File: config.mk
export PLATFORM = sky130hd
export DESIGN_NAME = uart_apb_fifo_irq
export DESIGN_NICKNAME = d
export VERILOG_FILES = /design/src/rtl/uart_apb_pkg.sv /design/src/rtl/uart_sync_fifo.sv /design/src/rtl/uart_apb_fifo_irq.sv
export SDC_FILE = /design/constraint.sdc
export NUM_CORES = 1
export LEC_CHECK = 0
export ABC_AREA = 1
export CORE_MARGIN = 3
export CORE_UTILIZATION = 30
export DETAILED_ROUTE_END_ITERATION = 10
export DONT_BUFFER_PORTS = 1
export SYNTH_ARGS = -nofsm -noshare
export SYNTH_HDL_FRONTEND = slang
export SYNTH_SLANG_ARGS = --single-unit
File: constraint.sdc
create_clock -name PCLK -period 7.3 [get_ports PCLK]
set_input_delay 0.365 -clock PCLK [delete_from_list [all_inputs] [get_ports PCLK]]
set_output_delay 0.365 -clock PCLK [all_outputs]
set_load 0.03 [all_outputs]
File: src/rtl/uart_apb_pkg.sv
// Shared definitions for the APB UART: register offsets (word index PADDR[4:2]),
// CTRL/STATUS/IE bit positions, TX/RX FSM state encodings and the frame parity helper.
package uart_apb_pkg;
    localparam logic [2:0] REG_TXDATA   = 3'd0;
    localparam logic [2:0] REG_RXDATA   = 3'd1;
    localparam logic [2:0] REG_CTRL     = 3'd2;
    localparam logic [2:0] REG_STATUS   = 3'd3;
    localparam logic [2:0] REG_IE       = 3'd4;
    localparam logic [2:0] REG_THRESH   = 3'd5;
    localparam logic [2:0] REG_LEVEL    = 3'd6;
    localparam logic [2:0] REG_UNMAPPED = 3'd7;

    localparam int CTRL_BIT8     = 13;
    localparam int CTRL_PAR_EN   = 14;
    localparam int CTRL_ODD      = 15;
    localparam int CTRL_TWO_STOP = 16;
    localparam int CTRL_TX_EN    = 17;
    localparam int CTRL_RX_EN    = 18;

    localparam int ST_PERR = 4;
    localparam int ST_FERR = 5;
    localparam int ST_OVF  = 6;

    localparam int IE_RX_AVAIL  = 0;
    localparam int IE_TX_EMPTY  = 1;
    localparam int IE_ERR       = 2;
    localparam int IE_RX_THRESH = 3;

    typedef enum logic [2:0] {TX_IDLE, TX_START, TX_DATA, TX_PARITY, TX_STOP} tx_state_e;
    typedef enum logic [2:0] {RX_IDLE, RX_START, RX_DATA, RX_PARITY, RX_STOP} rx_state_e;

    // Parity bit value for the active data width; odd=1 makes the total count of ones odd.
    function automatic logic frame_parity(input logic [7:0] d, input logic bit8, input logic odd);
        return (^(bit8 ? d : {1'b0, d[6:0]})) ^ odd;
    endfunction
endpackage

File: src/rtl/uart_sync_fifo.sv
// Synchronous FIFO used for the UART TX (8b) and RX (9b) queues.
// Ports: clk, rst (sync active-high), push/wdata, pop/rdata (show-ahead head),
// full, empty, count. A push on a full FIFO succeeds when a pop happens in the same cycle.
module uart_sync_fifo #(
    parameter int WIDTH = 8,
    parameter int DEPTH = 16
) (
    input  logic                     clk,
    input  logic                     rst,
    input  logic                     push,
    input  logic                     pop,
    input  logic [WIDTH-1:0]         wdata,
    output logic [WIDTH-1:0]         rdata,
    output logic                     full,
    output logic                     empty,
    output logic [$clog2(DEPTH):0]   count
);
    localparam int AW = $clog2(DEPTH);
    localparam logic [AW-1:0] PTR_ONE = 1;
    localparam logic [AW:0]   CNT_ONE = 1;
    localparam logic [AW:0]   CNT_FULL = DEPTH[AW:0];

    logic [WIDTH-1:0] mem_q [DEPTH];
    logic [AW-1:0]    wr_ptr_q, wr_ptr_d, rd_ptr_q, rd_ptr_d;
    logic [AW:0]      count_q, count_d;
    logic             push_ok, pop_ok;

    assign full  = (count_q == CNT_FULL);
    assign empty = (count_q == '0);
    assign count = count_q;
    assign rdata = mem_q[rd_ptr_q];

    always_comb begin
        pop_ok   = pop & ~empty;
        push_ok  = push & (~full | pop_ok);
        wr_ptr_d = wr_ptr_q;
        rd_ptr_d = rd_ptr_q;
        count_d  = count_q;
        if (push_ok) wr_ptr_d = wr_ptr_q + PTR_ONE;
        if (pop_ok)  rd_ptr_d = rd_ptr_q + PTR_ONE;
        case ({push_ok, pop_ok})
            2'b10:   count_d = count_q + CNT_ONE;
            2'b01:   count_d = count_q - CNT_ONE;
            default: count_d = count_q;
        endcase
    end

    always_ff @(posedge clk) begin
        if (rst) begin
            wr_ptr_q <= '0;
            rd_ptr_q <= '0;
            count_q  <= '0;
        end else begin
            wr_ptr_q <= wr_ptr_d;
            rd_ptr_q <= rd_ptr_d;
            count_q  <= count_d;
        end
    end

    always_ff @(posedge clk) begin
        if (push_ok) mem_q[wr_ptr_q] <= wdata;
    end
endmodule

File: src/rtl/uart_apb_fifo_irq.sv
// APB3 UART with TX/RX FIFOs, 16x baud generator, 7/8-bit framing with optional
// parity and 1/2 stop bits, sticky W1C error flags and a registered level IRQ.
// Ports: PCLK/PRESET (sync active-high), APB3 slave (PADDR, PSEL, PENABLE, PWRITE,
// PWDATA, PRDATA, PREADY, PSLVERR), RX serial in (async), TX serial out, IRQ.
module uart_apb_fifo_irq
    import uart_apb_pkg::*;
#(
    parameter int TX_DEPTH    = 16,
    parameter int RX_DEPTH    = 16,
    parameter int SYNC_STAGES = 2
) (
    input  logic        PCLK,
    input  logic        PRESET,
    input  logic [4:0]  PADDR,
    input  logic        PSEL,
    input  logic        PENABLE,
    input  logic        PWRITE,
    input  logic [31:0] PWDATA,
    output logic [31:0] PRDATA,
    output logic        PREADY,
    output logic        PSLVERR,
    input  logic        RX,
    output logic        TX,
    output logic        IRQ
);
    localparam int TCW = $clog2(TX_DEPTH) + 1;
    localparam int RCW = $clog2(RX_DEPTH) + 1;

    logic [18:0] ctrl_q, ctrl_d;
    logic [3:0]  ie_q, ie_d;
    logic [7:0]  thresh_q, thresh_d;
    logic        perr_q, perr_d, ferr_q, ferr_d, ovf_q, ovf_d, irq_q, irq_d;
    logic [31:0] prdata_q, prdata_d, rd_mux;
    logic        rx_pop_ok_q, rx_pop_ok_d;
    logic [12:0] baud_cnt_q, baud_cnt_d;
    logic        baud_en, tick16;
    tx_state_e   tx_state_q, tx_state_d;
    logic [4:0]  tx_tick_q, tx_tick_d, tx_last;
    logic [2:0]  tx_bit_q, tx_bit_d, last_bit;
    logic [7:0]  tx_sh_q, tx_sh_d;
    logic        tx_par_q, tx_par_d, tx_line_q, tx_line_d;
    logic [SYNC_STAGES-1:0] sync_q;
    logic        rx_s, rx_prev_q, rx_mid, rx_end;
    rx_state_e   rx_state_q, rx_state_d;
    logic [4:0]  rx_tick_q, rx_tick_d;
    logic [2:0]  rx_bit_q, rx_bit_d;
    logic [7:0]  rx_data_q, rx_data_d;
    logic        rx_par_q, rx_par_d, rx_push, set_perr, set_ferr, set_ovf;
    logic        tx_push, tx_pop, tx_full, tx_empty, rx_pop, rx_full, rx_empty;
    logic [7:0]  tx_rdata;
    logic [8:0]  rx_rdata;
    logic [TCW-1:0] tx_count;
    logic [RCW-1:0] rx_count;
    logic [15:0] tx_cnt16, rx_cnt16;
    logic [7:0]  tx_lvl, rx_lvl;
    logic        unused_bits;

    wire [2:0] sel      = PADDR[4:2];
    wire       setup_rd = PSEL & ~PENABLE & ~PWRITE;
    wire       acc_wr   = PSEL & PENABLE & PWRITE;
    wire       acc_rd   = PSEL & PENABLE & ~PWRITE;
    wire       bit8     = ctrl_q[CTRL_BIT8];
    wire       par_en   = ctrl_q[CTRL_PAR_EN];
    wire       odd      = ctrl_q[CTRL_ODD];

    assign PREADY      = 1'b1;
    assign PSLVERR     = PSEL & PENABLE & (sel == REG_UNMAPPED);
    assign PRDATA      = prdata_q;
    assign TX          = tx_line_q;
    assign IRQ         = irq_q;
    assign unused_bits = ^{PADDR[1:0], PWDATA[31:19]};

    assign tx_push  = acc_wr & (sel == REG_TXDATA);
    // Pop only a byte that the setup phase actually returned.
    assign rx_pop   = acc_rd & (sel == REG_RXDATA) & rx_pop_ok_q;
    assign tx_cnt16 = 16'(tx_count);
    assign rx_cnt16 = 16'(rx_count);
    assign tx_lvl   = (tx_cnt16 > 16'd255) ? 8'hFF : tx_cnt16[7:0];
    assign rx_lvl   = (rx_cnt16 > 16'd255) ? 8'hFF : rx_cnt16[7:0];

    uart_sync_fifo #(.WIDTH(8), .DEPTH(TX_DEPTH)) u_tx_fifo (
        .clk(PCLK), .rst(PRESET), .push(tx_push), .pop(tx_pop), .wdata(PWDATA[7:0]),
        .rdata(tx_rdata), .full(tx_full), .empty(tx_empty), .count(tx_count));

    uart_sync_fifo #(.WIDTH(9), .DEPTH(RX_DEPTH)) u_rx_fifo (
        .clk(PCLK), .rst(PRESET), .push(rx_push), .pop(rx_pop), .wdata({set_perr, rx_data_q}),
        .rdata(rx_rdata), .full(rx_full), .empty(rx_empty), .count(rx_count));

    always_comb begin
        rd_mux = '0;
        case (sel)
            REG_RXDATA: if (!rx_empty) rd_mux = {23'd0, rx_rdata};
            REG_CTRL:   rd_mux = {13'd0, ctrl_q};
            REG_STATUS: rd_mux = {25'd0, ovf_q, ferr_q, perr_q, rx_full, rx_empty, tx_empty, tx_full};
            REG_IE:     rd_mux = {28'd0, ie_q};
            REG_THRESH: rd_mux = {24'd0, thresh_q};
            REG_LEVEL:  rd_mux = {8'd0, tx_lvl, 8'd0, rx_lvl};
            default:    rd_mux = '0;
        endcase
    end

    // Register file, sticky flags (a new error beats a same-cycle W1C), IRQ.
    always_comb begin
        ctrl_d      = ctrl_q;
        ie_d        = ie_q;
        thresh_d    = thresh_q;
        prdata_d    = prdata_q;
        rx_pop_ok_d = rx_pop_ok_q;
        perr_d      = perr_q;
        ferr_d      = ferr_q;
        ovf_d       = ovf_q;
        if (setup_rd) begin
            prdata_d    = rd_mux;
            rx_pop_ok_d = (sel == REG_RXDATA) & ~rx_empty;
        end
        if (acc_wr) begin
            case (sel)
                REG_CTRL:   ctrl_d   = PWDATA[18:0];
                REG_IE:     ie_d     = PWDATA[3:0];
                REG_THRESH: thresh_d = PWDATA[7:0];
                REG_STATUS: begin
                    if (PWDATA[ST_PERR]) perr_d = 1'b0;
                    if (PWDATA[ST_FERR]) ferr_d = 1'b0;
                    if (PWDATA[ST_OVF])  ovf_d  = 1'b0;
                end
                default: ;
            endcase
        end
        if (set_perr) perr_d = 1'b1;
        if (set_ferr) ferr_d = 1'b1;
        if (set_ovf)  ovf_d  = 1'b1;
        irq_d = (ie_q[IE_RX_AVAIL] & ~rx_empty)
              | (ie_q[IE_TX_EMPTY] & tx_empty)
              | (ie_q[IE_ERR] & (perr_q | ferr_q | ovf_q))
              | (ie_q[IE_RX_THRESH] & (thresh_q != 8'd0) & (rx_cnt16 >= {8'd0, thresh_q}));
    end

    // Baud generator keeps running while a TX frame is in flight so a cleared tx_en finishes it.
    always_comb begin
        baud_en    = ctrl_q[CTRL_TX_EN] | ctrl_q[CTRL_RX_EN] | (tx_state_q != TX_IDLE);
        tick16     = baud_en & (baud_cnt_q >= ctrl_q[12:0]);
        baud_cnt_d = '0;
        if (baud_en && !tick16) baud_cnt_d = baud_cnt_q + 13'd1;
    end

    always_comb begin
        tx_state_d = tx_state_q;
        tx_tick_d  = tx_tick_q;
        tx_bit_d   = tx_bit_q;
        tx_sh_d    = tx_sh_q;
        tx_par_d   = tx_par_q;
        tx_pop     = 1'b0;
        last_bit   = bit8 ? 3'd7 : 3'd6;
        tx_last    = (tx_state_q == TX_STOP && ctrl_q[CTRL_TWO_STOP]) ? 5'd31 : 5'd15;
        if (tx_state_q == TX_IDLE) begin
            if (ctrl_q[CTRL_TX_EN] && !tx_empty) begin
                tx_pop     = 1'b1;
                tx_sh_d    = tx_rdata;
                tx_par_d   = frame_parity(tx_rdata, bit8, odd);
                tx_tick_d  = '0;
                tx_bit_d   = '0;
                tx_state_d = TX_START;
            end
        end else if (tick16) begin
            tx_tick_d = tx_tick_q + 5'd1;
            if (tx_tick_q == tx_last) begin
                tx_tick_d = '0;
                case (tx_state_q)
                    TX_START:  tx_state_d = TX_DATA;
                    TX_DATA: begin
                        tx_sh_d  = tx_sh_q >> 1;
                        tx_bit_d = tx_bit_q + 3'd1;
                        if (tx_bit_q == last_bit) tx_state_d = par_en ? TX_PARITY : TX_STOP;
                    end
                    TX_PARITY: tx_state_d = TX_STOP;
                    default:   tx_state_d = TX_IDLE;
                endcase
            end
        end
        // Line level follows the state one cycle later, so TX falls the cycle after the pop.
        case (tx_state_q)
            TX_START:  tx_line_d = 1'b0;
            TX_DATA:   tx_line_d = tx_sh_q[0];
            TX_PARITY: tx_line_d = tx_par_q;
            default:   tx_line_d = 1'b1;
        endcase
    end

    always_comb begin
        rx_s       = sync_q[SYNC_STAGES-1];
        rx_state_d = rx_state_q;
        rx_tick_d  = rx_tick_q;
        rx_bit_d   = rx_bit_q;
        rx_data_d  = rx_data_q;
        rx_par_d   = rx_par_q;
        rx_push    = 1'b0;
        set_perr   = 1'b0;
        set_ferr   = 1'b0;
        rx_mid     = tick16 & (rx_tick_q == 5'd7);
        rx_end     = tick16 & (rx_tick_q == 5'd15);
        if (rx_state_q != RX_IDLE && tick16) rx_tick_d = rx_tick_q + 5'd1;
        if (rx_end) rx_tick_d = '0;
        case (rx_state_q)
            RX_IDLE: if (ctrl_q[CTRL_RX_EN] && rx_prev_q && !rx_s) begin
                rx_state_d = RX_START;
                rx_tick_d  = '0;
                rx_bit_d   = '0;
                rx_data_d  = '0;
            end
            RX_START: begin
                if (rx_mid && rx_s)  rx_state_d = RX_IDLE;
                else if (rx_end)     rx_state_d = RX_DATA;
            end
            RX_DATA: begin
                if (rx_mid) rx_data_d[rx_bit_q] = rx_s;
                if (rx_end) begin
                    rx_bit_d = rx_bit_q + 3'd1;
                    if (rx_bit_q == last_bit) rx_state_d = par_en ? RX_PARITY : RX_STOP;
                end
            end
            RX_PARITY: begin
                if (rx_mid) rx_par_d = rx_s;
                if (rx_end) rx_state_d = RX_STOP;
            end
            default: if (rx_mid) begin
                // Byte completes at the first stop bit's midpoint; the rest of the stop time is idle.
                rx_state_d = RX_IDLE;
                if (!rx_s) set_ferr = 1'b1;
                else begin
                    rx_push  = 1'b1;
                    set_perr = par_en & (rx_par_q != frame_parity(rx_data_q, bit8, odd));
                end
            end
        endcase
        set_ovf = rx_push & rx_full & ~rx_pop;
    end

    always_ff @(posedge PCLK) begin
        if (PRESET) begin
            ctrl_q      <= '0;
            ie_q        <= '0;
            thresh_q    <= '0;
            perr_q      <= 1'b0;
            ferr_q      <= 1'b0;
            ovf_q       <= 1'b0;
            irq_q       <= 1'b0;
            prdata_q    <= '0;
            rx_pop_ok_q <= 1'b0;
            baud_cnt_q  <= '0;
            tx_state_q  <= TX_IDLE;
            tx_tick_q   <= '0;
            tx_bit_q    <= '0;
            tx_line_q   <= 1'b1;
            sync_q      <= '1;
            rx_prev_q   <= 1'b1;
            rx_state_q  <= RX_IDLE;
            rx_tick_q   <= '0;
            rx_bit_q    <= '0;
        end else begin
            ctrl_q      <= ctrl_d;
            ie_q        <= ie_d;
            thresh_q    <= thresh_d;
            perr_q      <= perr_d;
            ferr_q      <= ferr_d;
            ovf_q       <= ovf_d;
            irq_q       <= irq_d;
            prdata_q    <= prdata_d;
            rx_pop_ok_q <= rx_pop_ok_d;
            baud_cnt_q  <= baud_cnt_d;
            tx_state_q  <= tx_state_d;
            tx_tick_q   <= tx_tick_d;
            tx_bit_q    <= tx_bit_d;
            tx_line_q   <= tx_line_d;
            sync_q      <= {sync_q[SYNC_STAGES-2:0], RX};
            rx_prev_q   <= rx_s;
            rx_state_q  <= rx_state_d;
            rx_tick_q   <= rx_tick_d;
            rx_bit_q    <= rx_bit_d;
        end
    end

    always_ff @(posedge PCLK) begin
        tx_sh_q   <= tx_sh_d;
        tx_par_q  <= tx_par_d;
        rx_data_q <= rx_data_d;
        rx_par_q  <= rx_par_d;
    end
endmodule

==> results.txt, run 1 <==
status: finished clean
final RePlAce weighted congestion: 0.812
Clock transition at path regs: 0.06 ns
largest family of logic cells by synthesized area: simple AND/OR/NAND/NOR gates
Avg WL per Cell: 17.2 um
Clk Latency, worst-skew pair: 0.56 ns
Critical Path End: u_rx_fifo.count[4]$_SDFFE_PP0P_
number of buffers added on ports: 0
EDFF count, synth: 290
multi-input logic area: 6030 um^2
Rel. slew slack: 17.7%
DR DRC count: 0
pin count of the biggest net entering global routing: 80
register area share after synthesis: 61.5%
clock share of power: 43.0%
Register Area: 11300 um^2
R2R cell count: 23
Pint: 4.09 mW
post-synth top area share: 47.4%
CTS root buf: clkbuf_16
max incr delay on CP: 0.39 ns
PwrDens: 259 nW/um^2
Setup CP Type: flip-flop to flip-flop
placed cell areas: 19000 um^2
maximum VDD drop: 0.230 mV
first-pass GRT wire length: 70200 um
min Tclk post-route: 3.74 ns
Slew @ Worst Pin: 1.22 ns
sequential share of power: 49.4%
Post-Synthesis Cells: 1848
met3 WL: 2730 um
Synthesis Warnings: 0
max-slew violation count: 0
H-tree depth: 2
CP delay by family, top: simple AND/OR/NAND/NOR gates
total global routing overflow: 0
total negative slack: 0 ns
CP Capture Type: flip-flop
die area: 64300 um^2
Final Hold Viols: 0
Synth async-reset ratio: 0%
Final nets: 1922
crit path max fanout: 7
Final HPWL DP: 28700 um
WL met2: 21600 um
vias in the first global route: 12300
Setup Buffers After CTS: 0
Met1 Wirelength: 19900 um
f_max: 267 MHz
required time of the critical path: 7.79 ns
cell-by-cell trace of the critical path: inv_1 > ha_1 > nand2_1 > nor2_1 > nand2_1 > nor2_1 > nor2_1 > nand3_2 > nand4_2 > nor2_1 > nand2_1 > ha_1 > xor2_1 > ha_1 > inv_1 > nand2_1 > nand2_1 > o21ai_1 > nor2_1 > or2_0 > a21oi_1 > o21ai_0 > a21oi_1
adder-cell area share of the yosys netlist: 2.90%
simple-gate share of the synthesized area: 15.7%
antenna violations before repair: 6
Antenna Violating Nets Remaining: 0
via count: 13100
Die W: 254 um
total CTS buffers: 43
R2R Path End: u_rx_fifo.count[4]$_SDFFE_PP0P_
Leakage: 7.23 nW
dominant synthesized flop cell: edfxtp_1
Initial Util: 30.4%
Switching Share: 23.4%
Crit. path cell count: 23
FP Rows: 90
# clock sinks: 420
final WL: 45600 um
post-synthesis xor/xnor area fraction: 1.19%
Startpoint Class: flip-flop
Layout area overhead: 12.2%
min-delay worst type: input pin to flip-flop
DR iter-0 viols: 1251
top cells by area, synth: edfxtp_1, dfxtp_1, o21ai_0, nor2_1, nand2_1
proportion of layout cells with a drive suffix above 1: 5.51%
Post-synth top cells: nor2_1, edfxtp_1, nand2_1
TritonCTS clock tree: yes
I/O pin total: 79
Buf+Inv Stages, Crit Path: 2
Syn Std Cell Area: 18400 um^2
design area: 20600 um^2
area fraction in compound gates after synthesis: 12.8%
Die H: 254 um
worst r2r src: ctrl_q[2]$_SDFFE_PP0P_
clk_skew: 0.0258 ns
RSZ-0062 raised after global routing: false
Slowest cell on crit path: dfxtp_1
flop2flop setup slack: 3.56 ns
filler cell count: 6048
Vias/cell: 4.94
drt pass-1 iters: 5
maxcap violations: 0
max layer used: met5
Setup Viol. Count Final: 0
Syn Area/Cell: 9.95 um^2
Worst EP arrival: 4.23 ns
Worst Setup SP: ctrl_q[2]$_SDFFE_PP0P_
CORE AREA: 60500 um^2
clock buffer depth: 3
leading area contributor after synthesis: edfxtp_1
Yosys cell types: 53
Comb pwr share: 7.6%
FF+latch count, synth: 420
period utilization: 51.3%
most instantiated library cell after synthesis: nor2_1
Sw Pwr: 1.25 mW
mux share of post-synthesis cell area: 0%
GRT Total Usage: 13.9%
Hold Startpoint: PWDATA[5]
[flip-flops by register name (all words and copies together), names as in the netlist, 5 cells and up, named ones only]
name,count
thresh_q,8
u_tx_fifo.mem_q,128
baud_cnt_q,13
rx_data_q,8
PRDATA,21
u_rx_fifo.mem_q,144
ctrl_q,19
tx_sh_q,8
rx_tick_q,5
tx_tick_q,5
u_rx_fifo.count,5
u_tx_fifo.count,5
[cell usage in the layout (no fill, tap or decap), types with 19 or more instances in the layout]
master / count
ha_1: 41
inv_1: 158
a21oi_1: 106
dfxtp_1: 128
o21ai_0: 223
clkbuf_16: 44
o211ai_1: 26
o22ai_1: 19
nand2_1: 232
nand3_1: 98
nor2_1: 297
edfxtp_1: 290
[per-stage QoR]
| stage | setup WS, ns | hold slack [ns] | total power, mW | cells | utilization, % |
|---|---|---|---|---|---|
| 3_3_place_gp | 3.62 | 0.440 | 3.04 | 2559 | 31.4 |
| 4_1_cts | 3.56 | 0.000288 | 5.37 | 2652 | 34.1 |
| 6_report | 3.56 | 0.0274 | 5.33 | 2654 | 34.1 |
| 2_1_floorplan | 4.13 | 0.389 | 2.98 | 1858 | - |
| 5_1_grt | 3.08 | 0.00935 | 5.54 | 2654 | 34.1 |
| 3_5_place_dp | 3.58 | 0.440 | 3.06 | 2559 | 31.4 |
[power groups by stage]
stage,combinational (mW),clock (mW),sequential [mW]
detailed placement,0.376,0,2.69
global placement,0.361,0,2.68
finish,0.405,2.29,2.64
CTS,0.405,2.33,2.64
floorplan,0.309,0,2.68
global route,0.463,2.43,2.64
[worst min-delay path by stage]
stage | cells past startpoint | slack, ns | to
4_1_cts | 2 | 0.0003 | ctrl_q[0]$_SDFFE_PP0P_
5_1_grt | 2 | 0.009 | ctrl_q[0]$_SDFFE_PP0P_
3_3_place_gp | 1 | 0.44 | PRDATA[5]$_SDFFE_PP0P_
2_1_floorplan | 1 | 0.39 | sync_q[1]$_SDFF_PP1_
3_5_place_dp | 1 | 0.44 | PRDATA[5]$_SDFFE_PP0P_
6_report | 2 | 0.03 | thresh_q[5]$_SDFFE_PP0P_
[routing by layer]
| metal | vias up | global-route usage [%] |
|---|---|---|
| met5 | - | 0 |
| met4 | 2 | 4.65 |
| met3 | 82 | 2.55 |
| met2 | 381 | 23.2 |
| met1 | 6289 | 18.4 |
| li1 | 6347 | - |
[kinds of logic after synthesis]
kind of cell             after synthesis
AO/OA/AOI/OAI                        424
XOR/XNOR                              25
adder cells (fa/ha/maj)               42
buffers and inverters                253
flip-flops                           420
other                                  2
AND/OR/NAND/NOR                      682
[repair_timing]
| action | CTS | global route |
|---|---|---|
| hold buffers | 15 | 0 |
| hold endpoints to repair | 177 | 0 |
| resized for setup | 0 | 0 |
| setup endpoints to repair | 0 | 0 |
[cell type report]
type | count | share of cell area (%)
Antenna cell | 2 | 0.0243
Clock buffer | 53 | 5.60
Clock inverter | 25 | 1.51
Inverter | 165 | 3.00
Multi-Input combinational cell | 1185 | 29.2
Sequential cell | 420 | 54.9
Tap cell | 782 | 4.74
Timing Repair Buffer | 22 | 1.03
Note: power is estimated with default switching activity, not from simulation.
==> inputs of run 2 (changes only) <==
==> constraint.sdc (replaced) <==
create_clock -name PCLK -period 3.4 [get_ports PCLK]
set_input_delay 0.17 -clock PCLK [delete_from_list [all_inputs] [get_ports PCLK]]
set_output_delay 0.17 -clock PCLK [all_outputs]
set_load 0.03 [all_outputs]
==> results.txt, run 2 (same netlist as run 1, synthesis figures left out) <==
status: finished clean
Antenna Violating Nets Remaining: 0 (unchanged)
design area: 21100 um^2 (+2.4%)
CP most frequent cell: nand2_1
min-delay worst type: input pin to flip-flop
DR iter-0 viols: 1009 (-19%)
Final HPWL DP: 29900 um (+4.2%)
min Tclk post-route: 3.17 ns (-0.574 ns)
Startpoint Class: flip-flop
Final Hold Viols: 0 (unchanged)
Clk Latency, worst-skew pair: 0.55 ns (about the same)
FP Rows: 90 (unchanged)
filler cell count: 5946 (-1.7%)
cell-by-cell trace of the critical path: inv_1 > ha_4 > nand2_1 > nor2_2 > nand2_1 > nor2_1 > nor2_1 > nand3_2 > nand4_2 > nor2_2 > nand2_1 > ha_2 > buf_4 > nand2_1 > inv_1 > nor2_4 > nand2_1 > o21ai_2 > nor2_1 > or2_0 > a21oi_2 > o21ai_0 > a21oi_1
Setup Viol. Count Final: 0 (unchanged)
CP Capture Type: flip-flop
first-pass GRT wire length: 71200 um (+1.5%)
number of buffers added on ports: 0 (unchanged)
Die W: 254 um (unchanged)
pin count of the biggest net entering global routing: 79 (-1.3%)
CTS root buf: clkbuf_16
final WL: 45900 um (+0.47%)
total CTS buffers: 43 (unchanged)
Avg WL per Cell: 16.9 um (-1.5%)
Die H: 254 um (unchanged)
clock buffer depth: 3 (unchanged)
die area: 64300 um^2 (unchanged)
f_max: 316 MHz (+18%)
Worst EP arrival: 3.65 ns (-0.58 ns)
period utilization: 93.2% (+42 points)
Rel. slew slack: 33.3% (+16 points)
placed cell areas: 19300 um^2 (+1.7%)
H-tree depth: 2 (unchanged)
via count: 13300 (+1.8%)
Leakage: 7.52 nW (+4.0%)
total global routing overflow: 0 (unchanged)
commonest non-fill, non-tap cells in the layout: nor2_1, edfxtp_1, nand2_1, o21ai_0, inv_1
max FFs per register: 144 (unchanged)
Initial Util: 30.4% (unchanged)
# clock sinks: 420 (unchanged)
total power: 11.3 mW (+110%)
TritonCTS clock tree: yes
most common cell after layout, fill and taps aside: nor2_1
proportion of layout cells with a drive suffix above 1: 8.00% (+2.5 points)
max-slew violation count: 0 (unchanged)
GRT Total Usage: 14.1% (+0.14 points)
maxcap violations: 0 (unchanged)
Final nets: 1975 (+2.8%)
vias in the first global route: 12600 (+3.0%)
required time of the critical path: 3.88 ns (-3.91 ns)
drt pass-1 iters: 7 (+2)
I/O pin total: 79 (unchanged)
maximum VDD drop: 0.426 mV (+85%)
ANT cells: 0 (-2)
Layout area overhead: 14.9%
antenna violations before repair: 6 (unchanged)
Vias/cell: 4.93 (-0.17%)
max incr delay on CP: 0.32 ns (-0.07 ns)
Clock transition at path regs: 0.06 ns (about the same)
CORE AREA: 60500 um^2 (unchanged)
Slew @ Worst Pin: 0.999 ns (-0.223 ns)
Setup CP Type: flip-flop to flip-flop
clk_skew: 0.0195 ns (-0.00628 ns)
final RePlAce weighted congestion: 0.904 (+11%)
crit path max fanout: 5 (-2)
PwrDens: 537 nW/um^2 (+110%)
Reg with most FFs: u_rx_fifo.mem_q
Slowest cell on crit path: dfxtp_1
DR DRC count: 0 (unchanged)
-- run 2: worst paths after layout --
kind                                             start                               to  slack [ns]  cells past startpoint
worst min-delay path                          PADDR[2]         rx_pop_ok_q$_SDFFE_PP0P_        0.09                      4
worst max register to register  ctrl_q[4]$_SDFFE_PP0P_  u_rx_fifo.count[4]$_SDFFE_PP0P_        0.23                     23
worst max-delay path            ctrl_q[4]$_SDFFE_PP0P_  u_rx_fifo.count[4]$_SDFFE_PP0P_        0.23                     23
worst min register to register    sync_q[0]$_SDFF_PP1_             sync_q[1]$_SDFF_PP1_        0.45                      1
-- run 2: repair_timing --
item                                   in CTS  in global routing
hold buffers                               30                  0
buffers inserted                            0                  1
endpoints found under the hold margin     210                  0
setup endpoints to repair                   0                  1
resized for setup                           0                 12
-- run 2: power by group --
| group | switching, mW | total, mW | internal (mW) |
|---|---|---|---|
| Clock | 1.93 | 4.78 | 2.84 |
| Combinational | 0.625 | 0.892 | 0.267 |
| Sequential | 0.0839 | 5.66 | 5.58 |
-- run 2: critical path, delay by kind of cell (launching register included) --
kind	cells	cell delay, ns
and+or+nand+nor	14	1.46
AOI/OAI and AO/OA	4	0.50
adders and majority gates	2	0.48
buffers and inverters	3	0.34
DFF	1	0.32
-- run 2: final cells by class --
type	count	area, um^2	share of cell area, %
sequential	420	11300	53.6
multi-input combinational	1185	6080	28.8
clock buffer	67	1290	6.13
tap	782	978	4.63
timing repair buffer	75	686	3.25
inverter	165	619	2.93
clock inverter	12	134	0.634
-- run 2: per-layer routing --
layer	wire length, um	global-route usage, %	part of all wire, %
met1	19900	18.8	43
met4	1650	5.78	3.6
met2	21400	22.8	47
met5	27	0	0.059
met3	2850	2.27	6.2
-- run 2: per-stage QoR --
| step | worst slack [ns] | setup TNS [ns] | std cells | util, % | hold slack, ns |
|---|---|---|---|---|---|
| floorplan | 0.234 | 0 | 1858 | - | 0.269 |
| detailed placement | 0.132 | 0 | 2596 | 31.9 | 0.245 |
| global route | -0.0340 | -0.0340 | 2706 | 34.9 | 0.107 |
| finish | 0.232 | 0 | 2706 | 34.9 | 0.0904 |
| CTS | 0.107 | 0 | 2705 | 34.8 | 0.0392 |
| global placement | 0.182 | 0 | 2596 | 31.9 | 0.245 |
